--- src/rtl/hall_emulator.sv ---
// hall_emulator: three-phase Hall-sensor pattern generator for BLDC
// self-test and hardware-in-the-loop bring-up without a motor.
//
// Ports:
//   CLK, RST_N    clock, synchronous active-low reset
//   EN            1 = stepping, 0 = freeze everything in place
//   DIR           1 = forward (0->1->..->5), 0 = reverse
//   STEP_PERIOD   clocks per Hall state (0 = hold)
//   LOAD          strobe capturing STEP_PERIOD into the pending register
//   FAULT_SEL     00/11 normal, 01 force H=000, 10 force H=111
//   H1, H2, H3    registered Hall outputs
//   SECTOR        current sector 0..5
//   STEP          one-cycle pulse on each sector change
//   REV           one-cycle pulse on sector wrap (5->0 fwd, 0->5 rev)
//   REV_CNT       wrapping electrical-revolution counter

module hall_emulator #(
  parameter int PERIOD_W = 16,
  parameter int REV_W    = 16
) (
  input  logic                CLK,
  input  logic                RST_N,
  input  logic                EN,
  input  logic                DIR,
  input  logic [PERIOD_W-1:0] STEP_PERIOD,
  input  logic                LOAD,
  input  logic [1:0]          FAULT_SEL,
  output logic                H1,
  output logic                H2,
  output logic                H3,
  output logic [2:0]          SECTOR,
  output logic                STEP,
  output logic                REV,
  output logic [REV_W-1:0]    REV_CNT
);

  typedef enum logic [2:0] {
    S0 = 3'd0,
    S1 = 3'd1,
    S2 = 3'd2,
    S3 = 3'd3,
    S4 = 3'd4,
    S5 = 3'd5
  } sector_e;

  sector_e             sec_q;
  sector_e             sec_d;
  logic [PERIOD_W-1:0] cnt_q;
  logic [PERIOD_W-1:0] cnt_d;
  logic [PERIOD_W-1:0] per_q;
  logic [PERIOD_W-1:0] per_d;
  logic [PERIOD_W-1:0] pend_q;
  logic [PERIOD_W-1:0] pend_d;
  logic [REV_W-1:0]    rev_cnt_q;
  logic [REV_W-1:0]    rev_cnt_d;
  logic [2:0]          hall_q;
  logic [2:0]          hall_d;
  logic                step_q;
  logic                step_d;
  logic                rev_q;
  logic                rev_d;
  logic                run;
  logic                bnd;
  logic                wrap;

  // {H3,H2,H1} per sector, 120 degree spacing
  function automatic logic [2:0] hall_pat(input sector_e s);
    unique case (s)
      S0:      hall_pat = 3'b001;
      S1:      hall_pat = 3'b101;
      S2:      hall_pat = 3'b100;
      S3:      hall_pat = 3'b110;
      S4:      hall_pat = 3'b010;
      S5:      hall_pat = 3'b011;
      default: hall_pat = 3'b001;
    endcase
  endfunction

  function automatic sector_e sec_fwd(input sector_e s);
    unique case (s)
      S0:      sec_fwd = S1;
      S1:      sec_fwd = S2;
      S2:      sec_fwd = S3;
      S3:      sec_fwd = S4;
      S4:      sec_fwd = S5;
      default: sec_fwd = S0;
    endcase
  endfunction

  function automatic sector_e sec_rev(input sector_e s);
    unique case (s)
      S1:      sec_rev = S0;
      S2:      sec_rev = S1;
      S3:      sec_rev = S2;
      S4:      sec_rev = S3;
      S5:      sec_rev = S4;
      default: sec_rev = S5;
    endcase
  endfunction

  always_comb begin
    cnt_d     = cnt_q;
    sec_d     = sec_q;
    per_d     = per_q;
    rev_cnt_d = rev_cnt_q;
    step_d    = 1'b0;
    rev_d     = 1'b0;

    // LOAD bypasses into the active period when it lands on a boundary
    pend_d = LOAD ? STEP_PERIOD : pend_q;

    run = EN && (per_q != '0);
    // >= rather than == so a period shortened during a freeze
    // still terminates the current state instead of wrapping CNT
    bnd = run && (cnt_q >= per_q - PERIOD_W'(1));
    wrap = DIR ? (sec_q == S5) : (sec_q == S0);

    if (run) begin
      cnt_d = bnd ? '0 : cnt_q + PERIOD_W'(1);
    end

    if (bnd) begin
      sec_d  = DIR ? sec_fwd(sec_q) : sec_rev(sec_q);
      step_d = 1'b1;
      rev_d  = wrap;
      if (wrap) begin
        rev_cnt_d = rev_cnt_q + REV_W'(1);
      end
    end

    if (bnd || (per_q == '0) || !EN) begin
      per_d = pend_d;
    end

    // fault override masks only the pins; sector keeps moving
    hall_d = hall_pat(sec_d);
    unique case (1'b1)
      FAULT_SEL == 2'b01: hall_d = 3'b000;
      FAULT_SEL == 2'b10: hall_d = 3'b111;
      default:            hall_d = hall_pat(sec_d);
    endcase
  end

  always_ff @(posedge CLK) begin
    if (!RST_N) begin
      sec_q     <= S0;
      cnt_q     <= '0;
      per_q     <= '0;
      pend_q    <= '0;
      rev_cnt_q <= '0;
      hall_q    <= 3'b001;
      step_q    <= 1'b0;
      rev_q     <= 1'b0;
    end else begin
      sec_q     <= sec_d;
      cnt_q     <= cnt_d;
      per_q     <= per_d;
      pend_q    <= pend_d;
      rev_cnt_q <= rev_cnt_d;
      hall_q    <= hall_d;
      step_q    <= step_d;
      rev_q     <= rev_d;
    end
  end

  assign {H3, H2, H1} = hall_q;
  assign SECTOR       = sec_q;
  assign STEP         = step_q;
  assign REV          = rev_q;
  assign REV_CNT      = rev_cnt_q;

endmodule

--- config.mk ---
export PLATFORM = sky130hd
export DESIGN_NAME = hall_emulator
export DESIGN_NICKNAME = d
export VERILOG_FILES = /design/src/rtl/hall_emulator.sv
export SDC_FILE = /design/constraint.sdc
export NUM_CORES = 1
export LEC_CHECK = 0
export CAP_MARGIN = 20
export CORE_MARGIN = 8
export CORE_UTILIZATION = 40
export CTS_BUF_LIST = sky130_fd_sc_hd__clkbuf_4 sky130_fd_sc_hd__clkbuf_8
export DETAILED_ROUTE_END_ITERATION = 10
export GPL_TIMING_DRIVEN = 1
export PLACE_DENSITY = 0.69
export SYNTH_ARGS = -nofsm -noshare
export SYNTH_HDL_FRONTEND = slang
export SYNTH_SLANG_ARGS = --single-unit
--- constraint.sdc ---
create_clock -name CLK -period 4.5 [get_ports CLK]
set_input_delay 0.9 -clock CLK [delete_from_list [all_inputs] [get_ports CLK]]
set_output_delay 0.9 -clock CLK [all_outputs]
set_load 0.01 [all_outputs]
==> run metrics, run 1 <==
Peak Freq 245.2 MHz; Reg area 1441 sq um; worst-skew pair later-pin latency 0.36 ns; Crit path required time 4.77 ns; setup violators final 0; layout filler cell count 957; crit-path cells nor4_2 > nand2b_1 > or3_1 > nor4_1 > xnor2_1 > ha_1 > nand4_1 > nor2_1 > a22oi_2 > nand3_2 > or4_1 > o21ai_0; max-slew violations 0; DRT iter0 DRCs 189; Routed Antenna Nets 0; slowest stage delay, CP 0.69 ns; worst setup path endpoint cnt_q[7]; worst-margin pin slew 1.001 ns; Lkg Pwr 1.637 nW; CP max stage cell a22oi_2; Area Growth Syn to Fin 19.48%; CP Launch Type flop; skew final 0.01304 ns; status finished, final reports clean; reg2reg path depth 12; count of input and output buffers 46; total gr overflow 0; total power divided by cell area 308.9 nW/um^2; synthesized area 3931 sq um; final net count 546; Buf+Inv Stages, Crit Path 0; DR vias 3474; DRT Pass-1 Iters 5; Top delay family on crit path simple AND/OR/NAND/NOR gates; clk root buf clkbuf_8; multi-input logic area 2303 sq um; routed len/inst 14.17 um; CTS resizes 0; CP endpoint kind flop; Syn Nets 508; worst setup path class reg -> reg; post-route minimum period 4.078 ns; layout cell share with drive strength beyond 1 0.07692; Synth top cells by count dfxtp_1 (72), nor2_1 (55), nand2_1 (43); Post-CTS Hold Fix Bufs 0; EDFF count, synth 0; core footprint 9639 sq um; worst endpoint data arrival time 4.35 ns; clock slew at reported path FFs 0.07 ns; gpl congestion 0.9142; Final Worst Setup Slack 0.4215 ns; max cap viols 0; row cnt 36; Max VDD drop 0.1745 mV; Synth cell types 52; TritonCTS clock tree done; Synth top area share 0.3666; antenna violations before repair 0; drt total wl 9068 um; Reg2Reg Setup Slack 0.42 ns; wire length of the first global-routing pass 15430 um; RSZ-0062 raised after global routing no; Worst R2R Start per_q[3]; HP Class reg -> reg; asr flop ratio synth 0; final setup TNS 0 ns; Die Y 115.1 um; area leader, netlist dfxtp_1; die area 13260 sq um; count leader, synth dfxtp_1; dpl hpwl 6436 um; Final Cycle Share 0.9063; drc violations 0; Crit Reg-Reg Endpoint cnt_q[7]; vias in the first global route 3297; I/O pin cnt 47; initial core utilization 0.4078; worst hold path cell count 2; register area share after synthesis 0.3666; Top FF cell, synth dfxtp_1; Yosys Warn Count 0; largest net degree at the start of global routing 49; H-tree Lvls 3; diode count 0; Max Root-Sink Buffers 2; Rel. slew slack 0.3309; DIE WIDTH 115.1 um; FF+latch count, synth 72; TritonCTS buffer count 9; CTS Sinks 72; gr usage total 0.1439; pre-CTS WS 0.4797 ns; cells after synthesis 465; Worst Path Max Fanout 15; Final Hold Vio Count 0; synth top area cells dfxtp_1 (37%), ha_1 (6.4%), nor2_1 (5.3%); drt via density 5.428; Worst Setup SP per_q[3]; critical path depth 12; syn avg cell area 8.454 sq um; Setup Buffers After CTS 0
[metrics by stage]
step                 power, W  std cells  utilization  area [sq um]  hold WS [ns]
global route         0.001522        640       0.4873          4697        0.5285
finish               0.001451        640       0.4873          4697        0.5000
CTS                  0.001463        640       0.4873          4697        0.4996
detailed placement  0.0009054        625       0.4656          4488        0.4888
global placement    0.0008982        625       0.4656          4488        0.4773
floorplan           0.0008440        465            -          3931        0.4564
[power breakdown]
| part | total (W) | switching [W] | internal, W | leakage, nW |
|---|---|---|---|---|
| logic | 0.000210 | 0.000116 | 0.0000938 | 0.939 |
| registers | 0.000683 | 0.0000215 | 0.000662 | 0.588 |
| clock network | 0.000558 | 0.000238 | 0.000320 | 0.110 |
[cells by family after synthesis]
| logic type | Yosys count | share of synthesized area |
|---|---|---|
| AND/OR/NAND/NOR | 183 | 0.2346 |
| AO/OA/AOI/OAI | 101 | 0.1789 |
| flip-flops | 72 | 0.3666 |
| buffers and inverters | 43 | 0.04742 |
| XOR/XNOR | 26 | 0.05792 |
| multiplexers | 20 | 0.05092 |
| adder cells (fa/ha/maj) | 20 | 0.06365 |
[placed cells by master, fill, tap and decap left out, types with 4 or more instances in the layout]
cell type and instances:
nand3_1 17, nand2_1 43, xor2_1 4, nor3_1 10
ha_1 20, nor2_1 55, clkdlybuf4s50_1 46, nand2b_1 9
or4_1 5, inv_1 17, xnor2_1 22, a211oi_1 21
buf_4 7, nor4_1 7, o21ai_0 18, o22ai_1 9
mux2i_1 20, or3_1 12, clkbuf_8 9, dfxtp_1 72
nand4_1 7, a21oi_1 29
[how the worst min path moves through the flow]
stage / end / from
after detailed placement: pend_q[12] / pend_q[12]
after global routing: cnt_q[0] / cnt_q[0]
after CTS: cnt_q[0] / cnt_q[0]
after global placement: cnt_q[0] / cnt_q[0]
after floorplan: pend_q[0] / pend_q[0]
final: cnt_q[0] / cnt_q[0]
[state kept, by name, summed over array words and instances (netlist names)]
name / flops
pend_q: 16
per_q: 16
REV_CNT: 16
hall_q: 3
cnt_q: 16
STEP: 1
SECTOR: 3
REV: 1
[cell type report]
type | instances | share of cell area
Clock inverter | 4 | 0.01492
Sequential cell | 72 | 0.3069
Tap cell | 133 | 0.03543
Multi-Input combinational cell | 350 | 0.4904
Inverter | 17 | 0.01359
Clock buffer | 11 | 0.02957
Timing Repair Buffer | 53 | 0.1092
[per-layer routing]
metal / up-vias / part of all wire / track usage / routed length [um]
li1: 1749 / - / - / -
met1: 1647 / 0.45 / 0.1716 / 4082
met2: 65 / 0.49 / 0.2447 / 4445
met3: 13 / 0.042 / 0.02836 / 378
met4: 0 / 0.018 / 0.06480 / 162
met5: - / 0 / 0 / 0
[tightest hold or removal path, cell delays in order (launching register included)]
cell and delay, ns:
dfxtp_1 0.34, nand2_1 0.06, a21oi_1 0.05
Note: power is estimated with default switching activity, not from simulation.
==> run 2: changes to the inputs <==
Settings changed: REMOVE_ABC_BUFFERS set to 1.
==> run 2 against run 1 <==
  * Via count shrank 2.0%
  * Sequential power is essentially flat
  * Die area is the same
  * Clock skew down 0.0015 ns
  * Sequential cell count stayed put
  * Hold slack got worse by 0.0062 ns
  * Design area up 0.37%
  * Critical path depth is the same
  * Sequential share of layout area is 0.11 points lower
  * Clock power grew 2%
  * Combinational power hardly changed
  * Non-clock buffer count is 1 higher
==> run metrics, run 2 (same netlist as run 1, synthesis figures left out) <==
status finished, final reports clean; total power divided by cell area 309.6 nW/um^2; Crit path required time 4.75 ns; CP endpoint kind flop; final net count 547; vias in the first global route 3266; TritonCTS clock tree done; total power 0.001460 W; Max Root-Sink Buffers 2; gr usage total 0.1367; initial core utilization 0.4078; row cnt 36; gpl congestion 0.8806; Rel. slew slack 0.3352; dpl hpwl 6540 um; Worst Path Max Fanout 15; Routed Antenna Nets 0; Area Growth Syn to Fin 19.92%; post-route minimum period 4.015 ns; worst-skew pair later-pin latency 0.35 ns; Lkg Pwr 1.639 nW; CTS resizes 0; max-slew violations 0; WHS 0.4938 ns; Final Cycle Share 0.8923; wire length of the first global-routing pass 14780 um; total gr overflow 0; skew final 0.01150 ns; DR vias 3405; setup violators final 0; drt total wl 8933 um; clk root buf clkbuf_8; antenna violations before repair 0; HP Class reg -> reg; DRT iter0 DRCs 165; drt via density 5.312; Setup Buffers After CTS 0; commonest non-fill, non-tap cell in the layout dfxtp_1; die area 13260 sq um; DIE WIDTH 115.1 um; worst-margin pin slew 0.9948 ns; count of input and output buffers 46; CP Launch Type flop; worst setup path class reg -> reg; I/O pin cnt 47; commonest non-fill, non-tap cells in the layout dfxtp_1 (72), nor2_1 (55), clkdlybuf4s50_1 (46), nand2_1 (43), a21oi_1 (29); Post-CTS Hold Fix Bufs 0; largest net degree at the start of global routing 33; diode count 0; Die Y 115.1 um; drc violations 0; layout cell share with drive strength beyond 1 0.07874; clock slew at reported path FFs 0.08 ns; Max VDD drop 0.1959 mV; H-tree Lvls 3; DRT Pass-1 Iters 4; Final Hold Vio Count 0; CTS Sinks 72; routed len/inst 13.94 um; worst endpoint data arrival time 4.27 ns; Layout Utilization 0.4891; final setup TNS 0 ns; Reg2Reg Setup Slack 0.48 ns; Peak Freq 249.0 MHz; core footprint 9639 sq um; RSZ-0062 raised after global routing no; max cap viols 0; TritonCTS buffer count 9
## run 2: cell count changes in the layout (fill, tap and decap cells not counted)
| cell | previous run | this run |
|---|---|---|
| clkinvlp_4 | 0 | 1 |
| clkinv_4 | 0 | 1 |
| clkinv_2 | 2 | 1 |
| buf_4 | 7 | 8 |
| clkbuf_4 | 2 | 0 |
| clkbuf_8 | 9 | 10 |
## run 2: worst max-delay path, cell delays in order, from the launching register on
cell	delay, ns
dfxtp_1	0.37
nor4_2	0.39
nand2b_1	0.11
or3_1	0.42
nor4_1	0.32
xnor2_1	0.17
ha_1	0.29
nand4_1	0.15
nor4_2	0.08
a22oi_2	0.69
nand3_2	0.27
or4_1	0.53
o21ai_0	0.12
## run 2: worst paths after layout
kind,startpoint,end,cells past startpoint
max,per_q[3],cnt_q[13],12
min,pend_q[0],pend_q[0],2
max reg2reg,per_q[3],cnt_q[13],12
min reg2reg,pend_q[0],pend_q[0],2
## run 2: power by group
part,internal [W],leakage (nW),switching (W)
clock,0.000324,0.108,0.000246
combinational,0.0000937,0.943,0.000114
sequential,0.000661,0.588,0.0000204
total,0.00108,1.64,0.000380
## run 2: area by class of cell
class / instances / area, sq um
Sequential cell: 72 / 1441
Clock inverter: 5 / 81.33
Fill cell: 973 / 4925
Clock buffer: 10 / 137.6
Tap cell: 133 / 166.4
Timing Repair Buffer: 54 / 520.5
Inverter: 17 / 63.81
Multi-Input combinational cell: 350 / 2303
## run 2: layer usage
layer / vias up / track usage / wire, um / part of all wire
met5: - / 0 / 0 / 0
met4: 0 / 0.05779 / 87 / 0.0097
met3: 10 / 0.03782 / 494 / 0.055
met2: 84 / 0.2264 / 4150 / 0.46
met1: 1559 / 0.1626 / 4201 / 0.47
li1: 1752 / - / - / -
## run 2: stage by stage
stage                     area, sq um  setup slack [ns]  cells
after global placement           4496            0.7307    626
final                            4715            0.4847    641
after detailed placement         4496            0.5438    626
after global routing             4715            0.2009    641
after floorplan                  3809            0.2234    439
after CTS                        4715            0.5015    641
